**src/rtl/comparator_pkg.sv**
```systemverilog
`default_nettype none
// ============================================================================
//  Module      : comparator_pkg
//  Description : Shared opcode encodings, FSM states and result helpers for
//                the iterative sequential comparator.
//  Revision    : 1.0 - initial release
// ============================================================================
package comparator_pkg;

  // Branch-style opcode encodings (010/011 are illegal)
  localparam logic [2:0] CMP_EQ  = 3'b000;
  localparam logic [2:0] CMP_NE  = 3'b001;
  localparam logic [2:0] CMP_LT  = 3'b100;
  localparam logic [2:0] CMP_GE  = 3'b101;
  localparam logic [2:0] CMP_LTU = 3'b110;
  localparam logic [2:0] CMP_GEU = 3'b111;

  // Controller states
  typedef enum logic [1:0] {
    IDLE = 2'd0,
    BUSY = 2'd1,
    DONE = 2'd2
  } state_t;

  // Only the LTU/GEU pair compares unsigned; everything else is biased
  function automatic logic op_is_signed(input logic [2:0] op);
    return op[2:1] != 2'b11;
  endfunction

  // Map final flags onto the requested op; illegal ops yield 0
  function automatic logic op_result(input logic [2:0] op,
                                     input logic       eq,
                                     input logic       lt);
    logic res;
    res = 1'b0;
    case (op)
      CMP_EQ:            res = eq;
      CMP_NE:            res = ~eq;
      CMP_LT,  CMP_LTU:  res = lt;
      CMP_GE,  CMP_GEU:  res = ~lt;
      default:           res = 1'b0;
    endcase
    return res;
  endfunction

endpackage
`default_nettype wire

```
**src/rtl/seq_comparator_slice_cmp.sv**
```systemverilog
`default_nettype none
// ============================================================================
//  Module      : slice_cmp
//  Description : Combinational unsigned compare of one operand slice.
//  Revision    : 1.0 - initial release
// ============================================================================
module slice_cmp #(
  parameter int SLICE = 16
) (
  input  logic [SLICE-1:0] a_slc,
  input  logic [SLICE-1:0] b_slc,
  output logic             eq,
  output logic             lt
);

  assign eq = (a_slc == b_slc);
  assign lt = (a_slc <  b_slc);

endmodule
`default_nettype wire

```
**src/rtl/seq_comparator.sv**
```systemverilog
`default_nettype none
// ============================================================================
//  Module      : seq_comparator
//  Description : Iterative integer comparator, one SLICE-bit slice per cycle,
//                MSB slice first, early exit on the first differing slice.
//                Optional min/max output enabled by COMPARATOR_MINMAX_EN.
//  Revision    : 1.0 - initial release
// ============================================================================
module seq_comparator
  import comparator_pkg::*;
#(
  parameter int WIDTH = 64,
  parameter int SLICE = 16
) (
  input  logic             clk,
  input  logic             rst_n,
  input  logic             in_valid,
  output logic             in_ready,
  input  logic [WIDTH-1:0] A,
  input  logic [WIDTH-1:0] B,
  input  logic [2:0]       OP,
  input  logic             FLUSH,
  output logic             out_valid,
  input  logic             out_ready,
  output logic             R,
  output logic             EQ_F,
  output logic             LT_F
`ifdef COMPARATOR_MINMAX_EN
  ,
  input  logic             MM_MAX,
  output logic [WIDTH-1:0] MM_OUT
`endif
);

  localparam int NSLICE = WIDTH / SLICE;
  localparam int IDX_W  = (NSLICE > 1) ? $clog2(NSLICE) : 1;
  localparam logic [IDX_W-1:0] IDX_MSB = IDX_W'(NSLICE - 1);

  generate
    if ((WIDTH % SLICE) != 0) begin : g_bad_slice
      $error("seq_comparator: WIDTH must be a multiple of SLICE");
    end
  endgenerate

  state_t           state;
  logic [WIDTH-1:0] a_q;       // biased operand A
  logic [WIDTH-1:0] b_q;       // biased operand B
  logic [2:0]       op_q;
  logic             sgn_q;     // capture-time signedness, also undoes bias
  logic [IDX_W-1:0] idx;

  // Split the held operands into slices so one comparator can be muxed
  logic [SLICE-1:0] a_sl [NSLICE];
  logic [SLICE-1:0] b_sl [NSLICE];

  generate
    for (genvar g = 0; g < NSLICE; g++) begin : g_slice
      assign a_sl[g] = a_q[g*SLICE +: SLICE];
      assign b_sl[g] = b_q[g*SLICE +: SLICE];
    end
  endgenerate

  logic slc_eq;
  logic slc_lt;

  slice_cmp #(.SLICE(SLICE)) u_slice_cmp (
    .a_slc (a_sl[idx]),
    .b_slc (b_sl[idx]),
    .eq    (slc_eq),
    .lt    (slc_lt)
  );

  // Compare ends on a differing slice or after the last (LSB) slice
  logic finish;
  logic eq_n;
  logic lt_n;
  assign finish = ~slc_eq | (idx == '0);
  assign eq_n   = slc_eq;
  assign lt_n   = ~slc_eq & slc_lt;

  assign in_ready = (state == IDLE);

`ifdef COMPARATOR_MINMAX_EN
  logic             mm_max_q;
  logic [WIDTH-1:0] a_orig;
  logic [WIDTH-1:0] b_orig;
  assign a_orig = {a_q[WIDTH-1] ^ sgn_q, a_q[WIDTH-2:0]};
  assign b_orig = {b_q[WIDTH-1] ^ sgn_q, b_q[WIDTH-2:0]};

  // Min/max result captured alongside the flags and held with out_valid
  always_ff @(posedge clk or negedge rst_n) begin
    if (!rst_n) begin
      mm_max_q <= 1'b0;
      MM_OUT   <= '0;
    end else if (!FLUSH) begin
      if (state == IDLE && in_valid)
        mm_max_q <= MM_MAX;
      else if (state == BUSY && finish)
        MM_OUT <= (mm_max_q ^ lt_n) ? a_orig : b_orig;
    end
  end
`endif

  // Main control: capture, slice walk, result hold and handshake
  always_ff @(posedge clk or negedge rst_n) begin
    if (!rst_n) begin
      state     <= IDLE;
      a_q       <= '0;
      b_q       <= '0;
      op_q      <= '0;
      sgn_q     <= 1'b0;
      idx       <= '0;
      out_valid <= 1'b0;
      R         <= 1'b0;
      EQ_F      <= 1'b0;
      LT_F      <= 1'b0;
    end else if (FLUSH) begin
      state     <= IDLE;
      out_valid <= 1'b0;
    end else begin
      case (state)
        IDLE: begin
          if (in_valid) begin
            // Inverting both MSBs turns a signed compare into an unsigned one
            a_q   <= {A[WIDTH-1] ^ op_is_signed(OP), A[WIDTH-2:0]};
            b_q   <= {B[WIDTH-1] ^ op_is_signed(OP), B[WIDTH-2:0]};
            op_q  <= OP;
            sgn_q <= op_is_signed(OP);
            idx   <= IDX_MSB;
            state <= BUSY;
          end
        end
        BUSY: begin
          if (finish) begin
            EQ_F      <= eq_n;
            LT_F      <= lt_n;
            R         <= op_result(op_q, eq_n, lt_n);
            out_valid <= 1'b1;
            state     <= DONE;
          end else begin
            idx <= idx - 1'b1;
          end
        end
        DONE: begin
          if (out_ready) begin
            out_valid <= 1'b0;
            state     <= IDLE;
          end
        end
        default: begin
          state     <= IDLE;
          out_valid <= 1'b0;
        end
      endcase
    end
  end

endmodule
`default_nettype wire

```
**config.mk**
```make
export PLATFORM = sky130hd
export DESIGN_NAME = seq_comparator
export DESIGN_NICKNAME = d
export VERILOG_FILES = /design/src/rtl/comparator_pkg.sv /design/src/rtl/seq_comparator_slice_cmp.sv /design/src/rtl/seq_comparator.sv
export SDC_FILE = /design/constraint.sdc
export NUM_CORES = 1
export LEC_CHECK = 0
export ABC_CLOCK_PERIOD_IN_PS = 2650
export CORE_ASPECT_RATIO = 1.25
export CORE_UTILIZATION = 25
export DETAILED_ROUTE_END_ITERATION = 12
export MAX_ROUTING_LAYER = met4
export PLACE_DENSITY_LB_ADDON = 0.1
export SETUP_SLACK_MARGIN = 0.2
export SLEW_MARGIN = 15
export SYNTH_ARGS = -nofsm -noshare
export SYNTH_HDL_FRONTEND = slang
export SYNTH_SLANG_ARGS = --single-unit
```
**constraint.sdc**
```tcl
create_clock -name clk -period 2.65 [get_ports clk]
set_input_delay 0.3975 -clock clk [delete_from_list [all_inputs] [get_ports clk]]
set_output_delay 0.3975 -clock clk [all_outputs]
set_load 0.05 [all_outputs]
```
==> out/metrics.cfg, run 1 <==
[logic_synthesis]
yosys_register_bits = 139
synth.largest_area_cell = dfrtp_1
ys_seq_area_share_pct = 53.5
syn_area_per_cell_um2 = 15.5
netlist_area_mm2 = 0.00651
netlist.area_leader.share_pct = 53.5
syn_inst = 419
synth.area.top_cells = dfrtp_1 53%, mux2_1 16%, mux4_2 11%
synth_cell_types = 35
ys_warn_count = 0
syn_nets = 572

[placement]
dp_cells = 890
portBuffers = 140
gp_congestion = 0.737
placed_area_mm2 = 0.00843
dp_slack_ps = -211
hpwl_mm = 12.0

[worst_setup_path]
worstSetupStartpointType = flip-flop
cp_top_family = multiplexers
critPathKind = flip-flop to flip-flop
slowest_stage = mux4_2
crit_path_end_kind = flip-flop
path_max_fanout = 7
path_buf_inv = 2
critPathRequiredTime_ps = 2940
cp.arrival_ps = 3140
crit_chain = buf_6 -> buf_12 -> mux4_2 -> ha_4 -> and4_4 -> nand4_4 -> o31ai_4 -> nor3b_4 -> mux2_4
max_stage_delay_ps = 550

[floorplan]
die-width_um = 146
io_pins = 141
die_y_um = 182
core_mm2 = 0.0254
die-area_mm2 = 0.0267
floorplan.initialDensity_pct = 25.6
fp-row-count = 65

[layout]
fin_cells = 932
fin_area_mm2 = 0.00937
final.fill_count = 2491
syn2layout_area_growth_pct = 43.9
diodes = 0
drive_above_1_share_pct = 28.3
final_util_pct = 36.9
finalNetCount = 739

[route]
wire_per_inst_um = 18.1
vias_per_cell = 4.35
dr.pass1.iters = 4
drt-initial-drc-count = 136
wirelength_mm = 16.9
drc = 0
route.vias.total = 4054
drtAntennaViolNets = 0

[global_route]
grt_max_degree = 69
antenna_found_initial = 0
grt_pass1_wl_mm = 26.4
track_usage_pct = 13.7
overflow = 0
first_global_vias = 4511

[sta]
max_slew.worst_pin.slew_ps = 520
relSlewSlack_pct = 65.4
whs_ps = 478
finalHoldViolCount = 0
setup_ws_ps = -196
min_period_ps = 2850
fmax_mhz = 351
skew_ps = 6.90
finalCritPeriodShare_pct = 107
grt_setup_unrepaired = true
setup_viol = 3
slew_violations = 0

[clocking]
clkTransAtPathRegs_ps = 60
cts_max_level = 4
cts_buffers = 17
cts-root-buf = clkbuf_16
clkSinkCount = 139
cts_tree = done
cts_buffer_depth = 2
insertion_delay_ps = 420

[power_and_ir_drop]
ir_drop_mv = 0.354
p_switching_uw = 2070
p_per_area_mw_per_mm2 = 796
p_leak_uw = 0.00383
power.share.switching_pct = 27.7
comb_power_share_pct = 29.0
p_clk_share_pct = 33.2
intPower_uw = 5390
power_frac_seq_pct = 37.8

[run_status]
violations = negative setup slack
status = finished with violations

[flow_run]
cap_violations = 0

[hold_path]
hp-class = flip-flop to flip-flop

[power by group through the flow]
| stage | sequential, uW | clock, uW | combinational (uW) |
|---|---|---|---|
| final | 2820 | 2470 | 2160 |
| after global routing | 2880 | 2640 | 2390 |
| after CTS | 2830 | 2550 | 2010 |
| after detailed placement | 2860 | 0 | 1900 |
| after global placement | 2870 | 0 | 1870 |
| after floorplan | 2790 | 0 | 1200 |
[kinds of logic after synthesis]
logic type	Yosys count	synth area share [%]
AOI/OAI and AO/OA	21	1.98
xor gates and xnor gates	3	0.404
adders and majority gates	17	3.27
buffers and inverters	44	3.79
DFF	139	53.5
muxes	165	34.1
and+or+nand+nor	30	3.00
[cell usage after synthesis, drive strengths merged]
master and instances:
a211oi 1, a21oi 9, a221oi 1, a31o 1
a32oi 1, and2 1, and4 4, buf 20
clkbuf 2, dfrtp 139, ha 17, inv 22
mux2 133, mux4 32, nand2 10, nand2b 1
nand3 2, nand4 2, nor2 6, nor2b 1
nor3 1, nor3b 1, nor4b 1, o21ai 5
o311ai 1, o31ai 1, o41ai 1, xnor2 1
xor2 2
[cell usage in the layout, fill, tap and decap left out, types with 6 or more instances in the layout]
master	synthesis	final
a21oi_1	9	9
buf_12	0	8
buf_4	1	15
clkbuf_16	0	19
clkdlybuf4s50_1	0	139
dfrtp_1	139	137
ha_1	17	7
ha_4	0	10
inv_1	22	14
inv_2	0	8
mux2_1	90	90
mux2_2	43	41
mux4_2	32	32
nand2_1	10	10
nor2_1	6	6
[per-stage QoR]
step / power, uW / TNS, ps
floorplan: 3990 / -41.7
global placement: 4740 / -395
detailed placement: 4760 / -557
CTS: 7380 / -519
global route: 7910 / -773
finish: 7460 / -411
[worst paths after layout]
| path | slack (ps) | cells past startpoint | endpoint | from |
|---|---|---|---|---|
| setup / recovery | -200 | 9 | idx[0]$_DFFE_PN0P_ | idx[0]$_DFFE_PN0P_ |
| hold / removal | 480 | 1 | b_q[45]$_DFFE_PN0P_ | b_q[45]$_DFFE_PN0P_ |
| setup reg to reg | -200 | 9 | idx[0]$_DFFE_PN0P_ | idx[0]$_DFFE_PN0P_ |
| hold reg to reg | 480 | 1 | b_q[45]$_DFFE_PN0P_ | b_q[45]$_DFFE_PN0P_ |
| max in group asynchronous | 1370 | 3 | idx[1]$_DFFE_PN0P_ | rst_n |
| min in group asynchronous | 490 | 2 | b_q[59]$_DFFE_PN0P_ | rst_n |
[worst reg2reg max path, delay by kind of cell (launching register included)]
kind | cells | cell delay [ps]
compound gates | 1 | 180
fa+ha+maj | 1 | 300
buf+inv | 2 | 270
flops | 1 | 420
mux | 2 | 890
simple gates | 3 | 680
[repair_timing]
action	in CTS	in global routing
hold buffers	1	0
endpoints found under the hold margin	50	0
resized for setup	11	26
pin swaps	1	8
gates cloned	1	2
endpoints found under the setup margin	7	7
setup buffers	1	7
[layer usage]
metal | GRT usage (%) | part of all wire (%) | up-vias
li1 | - | - | 1887
met1 | 18.0 | 47 | 2067
met2 | 21.3 | 49 | 87
met3 | 2.85 | 2.7 | 13
met4 | 3.88 | 1.2 | 0
met5 | - | 0 | -
[flip-flops by register name, summed over array words and instances, names as in the netlist, 2 cells and up]
| name | flops |
|---|---|
| a_q | 64 |
| b_q | 64 |
| op_q | 3 |
| idx | 2 |
| state | 2 |
[final cells by class]
class	instances	area (um2)	area share [%]
clock inverters	10	143	1.52
inverters	22	82.6	0.882
repair buffers	170	1800	19.2
well taps	335	419	4.48
clock buffers	20	467	4.98
multi-input cells	236	2980	31.8
flip-flops and latches	139	3480	37.2
Note: power is estimated with default switching activity, not from simulation.
==> run 2: changes to the inputs <==
--- a/config.mk
+++ b/config.mk
@@ -9,6 +9,7 @@
 export CORE_ASPECT_RATIO = 1.25
 export CORE_UTILIZATION = 25
 export DETAILED_ROUTE_END_ITERATION = 12
+export DONT_BUFFER_PORTS = 1
 export MAX_ROUTING_LAYER = met4
 export PLACE_DENSITY_LB_ADDON = 0.1
 export SETUP_SLACK_MARGIN = 0.2
==> out/metrics.cfg, run 2 (synthesized netlist as in run 1, its figures left out) <==
[clocking]
clkTransAtPathRegs_ps = 70  ; was 60 ps
clkSinkCount = 139  ; unchanged
cts_buffers = 17  ; unchanged
ctsHoldBuffers = 1  ; unchanged
cts-root-buf = clkbuf_16  ; unchanged
cts_tree = done  ; unchanged
insertion_delay_ps = 430  ; was 420 ps
cts_buffer_depth = 2  ; unchanged
cts_max_level = 4  ; unchanged

[worst_setup_path]
path_max_fanout = 7  ; unchanged
critPathRequiredTime_ps = 2960  ; was 2940 ps
regToRegEndpoint = idx[0]$_DFFE_PN0P_  ; unchanged
r2r-start = idx[0]$_DFFE_PN0P_  ; unchanged
cp_top_family = multiplexers  ; unchanged
max_stage_delay_ps = 460  ; was 550 ps
worstSetupStartpointType = flip-flop  ; unchanged
crit_chain = buf_6 -> buf_12 -> buf_16 -> mux4_2 -> inv_2 -> ha_4 -> and4_4 -> nand4_4 -> o31ai_2 -> nor3b_4 -> mux2_4  ; was buf_6 -> buf_12 -> mux4_2 -> ha_4 -> and4_4 -> nand4_4 -> o31ai_4 -> nor3b_4 -> mux2_4
cp.arrival_ps = 3100  ; was 3140 ps
reg2reg_slack_ps = -140  ; was -200 ps
path_buf_inv = 4  ; was 2
slowest_stage = mux4_2  ; unchanged
critPathKind = flip-flop to flip-flop  ; unchanged
crit_path_end_kind = flip-flop  ; unchanged
r2r_cells = 11  ; was 9

[placement]
dp_slack_ps = -220  ; was -211 ps
portBuffers = 0  ; was 140
gp_congestion = 0.692  ; was 0.737
hpwl_mm = 11.6  ; was 12.0 mm
dp_cells = 750  ; was 890
placed_area_mm2 = 0.00704  ; was 0.00843 mm2

[global_route]
grt_pass1_wl_mm = 25.8  ; was 26.4 mm
overflow = 0  ; unchanged
grt_max_degree = 140  ; was 69
track_usage_pct = 13.6  ; was 13.7%
first_global_vias = 4132  ; was 4511
antenna_found_initial = 9  ; was 0

[route]
drt-initial-drc-count = 158  ; was 136
dr.pass1.iters = 4  ; unchanged
drc = 0  ; unchanged
vias_per_cell = 4.41  ; was 4.35
wire_per_inst_um = 20.3  ; was 18.1 um
drtAntennaViolNets = 0  ; unchanged
wirelength_mm = 16.3  ; was 16.9 mm
route.vias.total = 3539  ; was 4054

[layout]
fin_cells = 802  ; was 932
final_common_cell = dfrtp_1  ; was clkdlybuf4s50_1
finalNetCount = 598  ; was 739
fin_area_mm2 = 0.00790  ; was 0.00937 mm2
drive_above_1_share_pct = 37.3  ; was 28.3%
final.fill_count = 2546  ; was 2491
layout.cells.most_common_list = 137 x dfrtp_1, 90 x mux2_1, 41 x mux2_2  ; was 139 x clkdlybuf4s50_1, 137 x dfrtp_1, 90 x mux2_1
syn2layout_area_growth_pct = 21.4  ; was 43.9%
reg_top3 = a_q x64, b_q x64, op_q x3  ; unchanged

[floorplan]
die-width_um = 146  ; unchanged
floorplan.initialDensity_pct = 25.6  ; unchanged
die_y_um = 182  ; unchanged
die-area_mm2 = 0.0267  ; unchanged
io_pins = 141  ; unchanged
core_mm2 = 0.0254  ; unchanged
fp-row-count = 65  ; unchanged

[run_status]
status = finished with violations  ; unchanged
violations = negative hold slack, negative setup slack  ; was negative setup slack

[sta]
setup_ws_ps = -138  ; was -196 ps
tns_ps = -331  ; was -411 ps
slew_violations = 0  ; unchanged
whs_ps = -334  ; was 478 ps
relSlewSlack_pct = 51.0  ; was 65.4%
finalCritPeriodShare_pct = 105  ; was 107%
min_period_ps = 2790  ; was 2850 ps
max_slew.worst_pin.slew_ps = 732  ; was 520 ps
finalHoldViolCount = 139  ; was 0
setup_viol = 3  ; unchanged
skew_ps = 7.22  ; was 6.90 ps
fmax_mhz = 359  ; was 351 MHz
grt_setup_unrepaired = true  ; unchanged

[power_and_ir_drop]
p_leak_uw = 0.00324  ; was 0.00383 uW
ir_drop_mv = 0.423  ; was 0.354 mV
p_per_area_mw_per_mm2 = 875  ; was 796 mW/mm2
power.share.switching_pct = 29.9  ; was 27.7%
power_frac_seq_pct = 41.6  ; was 37.8%
p_clk_share_pct = 32.0  ; was 33.2%
comb_power_share_pct = 26.4  ; was 29.0%
design_power_total_uw = 6910  ; was 7460 uW
intPower_uw = 4840  ; was 5390 uW
p_switching_uw = 2070  ; about the same

[flow_run]
cap_violations = 0  ; unchanged

[hold_path]
hp-class = input pin to asynchronous set/reset pin  ; was flip-flop to flip-flop

==> run 2: cell types whose count changed in the layout (fill, tap and decap cells not counted), moves of 2 or more <==
cell | before | now
clkdlybuf4s50_1 | 139 | 0
clkbuf_8 | 3 | 0
inv_6 | 0 | 6
clkbuf_16 | 19 | 17
diode_2 | 0 | 9
bufinv_16 | 3 | 0
==> run 2: worst max-delay path by stage <==
stage / start / end / cells past startpoint
final: idx[0]$_DFFE_PN0P_ / idx[0]$_DFFE_PN0P_ / 11
after global routing: idx[0]$_DFFE_PN0P_ / idx[0]$_DFFE_PN0P_ / 9
after CTS: idx[0]$_DFFE_PN0P_ / idx[0]$_DFFE_PN0P_ / 11
after detailed placement: idx[0]$_DFFE_PN0P_ / R$_DFFE_PN0P_ / 11
after global placement: idx[0]$_DFFE_PN0P_ / R$_DFFE_PN0P_ / 11
after floorplan: idx[0]$_DFFE_PN0P_ / idx[0]$_DFFE_PN0P_ / 9
==> run 2: worst register-to-register path, stage by stage (launching register included) <==
cell	delay, ps
dfrtp_2	420
buf_6	130
buf_12	120
buf_16	140
mux4_2	460
inv_2	90
ha_4	130
and4_4	250
nand4_4	110
o31ai_2	180
nor3b_4	300
mux2_4	330
==> run 2: cell type report <==
type | instances | area [um2] | share of cell area [%]
clock buffers | 18 | 429 | 5.43
repair buffers | 29 | 384 | 4.86
flip-flops and latches | 139 | 3480 | 44.1
diodes | 9 | 22.5 | 0.285
inverters | 22 | 85.1 | 1.08
clock inverters | 14 | 113 | 1.43
multi-input cells | 236 | 2970 | 37.5
well taps | 335 | 419 | 5.31
==> run 2: power groups by stage <==
stage	Clock [uW]	Combinational (uW)	Sequential [uW]
6_report	2210	1830	2870
4_1_cts	2300	1780	2880
3_3_place_gp	0	1550	2930
5_1_grt	2380	2020	2940
2_1_floorplan	0	1200	2790
3_5_place_dp	0	1590	2920
==> run 2: what timing repair did <==
item | CTS | global route
pin swaps | 4 | 3
setup buffers | 8 | 0
hold endpoints to repair | 140 | 139
resized for setup | 27 | 13
endpoints found under the setup margin | 7 | 7
gates cloned | 2 | 0
==> run 2: per-layer routing <==
layer	global-route usage (%)	share of wire, %
met1	16.1	44
met2	21.5	50
met3	4.75	5.0
met4	4.75	1.5
met5	-	0
==> run 2: stage by stage <==
step | util (%) | hold WS [ps]
after floorplan | - | 102
after global placement | 27.7 | 107
after detailed placement | 27.7 | 107
after CTS | 30.7 | -364
after global routing | 31.1 | -364
final | 31.1 | -334
==> run 3: changes to the inputs <==
--- a/config.mk
+++ b/config.mk
@@ -7,9 +7,11 @@
 export LEC_CHECK = 0
 export ABC_CLOCK_PERIOD_IN_PS = 2650
 export CORE_ASPECT_RATIO = 1.25
+export CORE_MARGIN = 3
 export CORE_UTILIZATION = 25
 export DETAILED_ROUTE_END_ITERATION = 12
 export DONT_BUFFER_PORTS = 1
+export GPL_TIMING_DRIVEN = 0
 export MAX_ROUTING_LAYER = met4
 export PLACE_DENSITY_LB_ADDON = 0.1
 export SETUP_SLACK_MARGIN = 0.2
==> out/metrics.cfg, run 3 (synthesized netlist as in run 1, its figures left out) <==
[floorplan]
floorplan.initialDensity_pct = 25.6  ; about the same
fp-row-count = 65  ; unchanged
die-area_mm2 = 0.0280  ; was 0.0267 mm2
die-width_um = 150  ; was 146 um
io_pins = 141  ; unchanged
core_mm2 = 0.0255  ; was 0.0254 mm2
die_y_um = 186  ; was 182 um

[worst_setup_path]
path_max_fanout = 5  ; was 7
crit_path_end_kind = flip-flop  ; unchanged
r2r_cells = 9  ; was 11
crit_chain = buf_12 -> buf_12 -> mux4_2 -> ha_4 -> and4_4 -> nand4_4 -> o31ai_4 -> nor3b_4 -> mux2_4  ; was buf_6 -> buf_12 -> buf_16 -> mux4_2 -> inv_2 -> ha_4 -> and4_4 -> nand4_4 -> o31ai_2 -> nor3b_4 -> mux2_4
slowest_stage = mux4_2  ; unchanged
critPathRequiredTime_ps = 2950  ; was 2960 ps
worstSetupStartpointType = flip-flop  ; unchanged
cpMostUsedCell = buf_12
cp.arrival_ps = 3150  ; was 3100 ps
critPathKind = flip-flop to flip-flop  ; unchanged
max_stage_delay_ps = 550  ; was 460 ps

[power_and_ir_drop]
p_leak_uw = 0.00331  ; was 0.00324 uW
design_power_total_uw = 7210  ; was 6910 uW
ir_drop_mv = 0.421  ; was 0.423 mV
p_per_area_mw_per_mm2 = 903  ; was 875 mW/mm2

[route]
dr.pass1.iters = 4  ; unchanged
drt-initial-drc-count = 155  ; was 158
drtAntennaViolNets = 0  ; unchanged
wire_per_inst_um = 23.3  ; was 20.3 um
route.vias.total = 3656  ; was 3539
drc = 0  ; unchanged
wirelength_mm = 18.8  ; was 16.3 mm
vias_per_cell = 4.54  ; was 4.41

[clocking]
cts_tree = done  ; unchanged
clkTransAtPathRegs_ps = 60  ; was 70 ps
cts_buffers = 17  ; unchanged
insertion_delay_ps = 420  ; was 430 ps
cts_buffer_depth = 2  ; unchanged
cts_max_level = 4  ; unchanged
cts-root-buf = clkbuf_16  ; unchanged
clkSinkCount = 139  ; unchanged

[hold_path]
hp-class = input pin to asynchronous set/reset pin  ; unchanged

[layout]
multi_input_area_mm2 = 0.00296  ; was 0.00297 mm2
final.fill_count = 2484  ; was 2546
layout.cells.most_common_list = 139 x dfrtp_1, 90 x mux2_1, 41 x mux2_2  ; was 137 x dfrtp_1, 90 x mux2_1, 41 x mux2_2
drive_above_1_share_pct = 35.9  ; was 37.3%
final-seq-area_mm2 = 0.00348  ; about the same
syn2layout_area_growth_pct = 22.7  ; was 21.4%
fin_cells = 805  ; was 802
reg_top3 = a_q x64, b_q x64, op_q x3  ; unchanged
final_common_cell = dfrtp_1  ; unchanged
finalNetCount = 603  ; was 598
fin_area_mm2 = 0.00799  ; was 0.00790 mm2

[sta]
skew_ps = 5.99  ; was 7.22 ps
max_slew.worst_pin.slew_ps = 905  ; was 732 ps
finalHoldViolCount = 139  ; unchanged
setup_viol = 7  ; was 3
grt_setup_unrepaired = true  ; unchanged
fmax_mhz = 351  ; was 359 MHz
slew_violations = 0  ; unchanged
finalCritPeriodShare_pct = 107  ; was 105%
whs_ps = -326  ; was -334 ps
setup_ws_ps = -199  ; was -138 ps
relSlewSlack_pct = 39.4  ; was 51.0%
min_period_ps = 2850  ; was 2790 ps

[run_status]
status = finished with violations  ; unchanged
violations = negative hold slack, negative setup slack  ; unchanged

[placement]
portBuffers = 0  ; unchanged
placed_area_mm2 = 0.00699  ; was 0.00704 mm2
dp_cells = 754  ; was 750
hpwl_mm = 13.3  ; was 11.6 mm
gp_congestion = 0.757  ; was 0.692

[global_route]
antenna_found_initial = 8  ; was 9
track_usage_pct = 14.3  ; was 13.6%
first_global_vias = 4105  ; was 4132
grt_pass1_wl_mm = 27.6  ; was 25.8 mm
grt_max_degree = 140  ; unchanged
overflow = 0  ; unchanged

[flow_run]
cap_violations = 0  ; unchanged

[run 3: critical path, delay by kind of cell, from the launching register on]
kind / cells / cell delay (ps)
fa+ha+maj: 1 / 300
simple gates: 3 / 680
flops: 1 / 380
buf+inv: 2 / 290
mux: 2 / 880
compound gates: 1 / 190
[run 3: path summary, 6_finish.rpt]
check | startpoint | to | slack (ps)
setup / recovery | idx[0]$_DFFE_PN0P_ | idx[1]$_DFFE_PN0P_ | -200
hold / removal | rst_n | a_q[22]$_DFFE_PN0P_ | -330
setup reg to reg | idx[0]$_DFFE_PN0P_ | idx[1]$_DFFE_PN0P_ | -200
hold reg to reg | a_q[35]$_DFFE_PN0P_ | a_q[35]$_DFFE_PN0P_ | 480
max in group asynchronous | rst_n | a_q[43]$_DFFE_PN0P_ | 2720
min in group clk | out_ready | state[1]$_DFFE_PN0P_ | 50
[run 3: metal layers]
layer  wire [um]  GRT usage (%)  vias up
met5           0              -        -
met1        8040           17.3     1939
met4         231           4.01        0
li1            -              -     1606
met2        9420           23.2       96
met3        1070           4.49       15
[run 3: final cells by class]
class	count	area share, %
clock buffers	21	6.02
well taps	335	5.25
plain buffers	22	3.09
repair buffers	12	1.65
inverters	22	1.03
clock inverters	10	2.05
multi-input cells	236	37.1
flip-flops and latches	139	43.6
diodes	8	0.251
[run 3: stage by stage]
stage          worst slack, ps  setup TNS, ps  utilization [%]
3_3_place_gp              -664          -3950             27.5
4_1_cts                   -273           -787             30.8
5_1_grt                   -298          -1370             31.4
6_report                  -199           -646             31.4
3_5_place_dp              -685          -4100             27.5
2_1_floorplan            -20.8          -41.7                -
[run 3: what timing repair did]
item / in CTS / in global routing
pin swaps: 5 / 6
setup endpoints to repair: 8 / 7
hold endpoints to repair: 139 / 140
resized for setup: 30 / 14
buffers inserted: 6 / 4
gates cloned: 1 / 0
[run 3: report_power, final]
| part | internal [uW] | switching (uW) |
|---|---|---|
| Clock | 1670 | 949 |
| Sequential | 2570 | 279 |
| Combinational | 980 | 764 |
| Total | 5220 | 1990 |
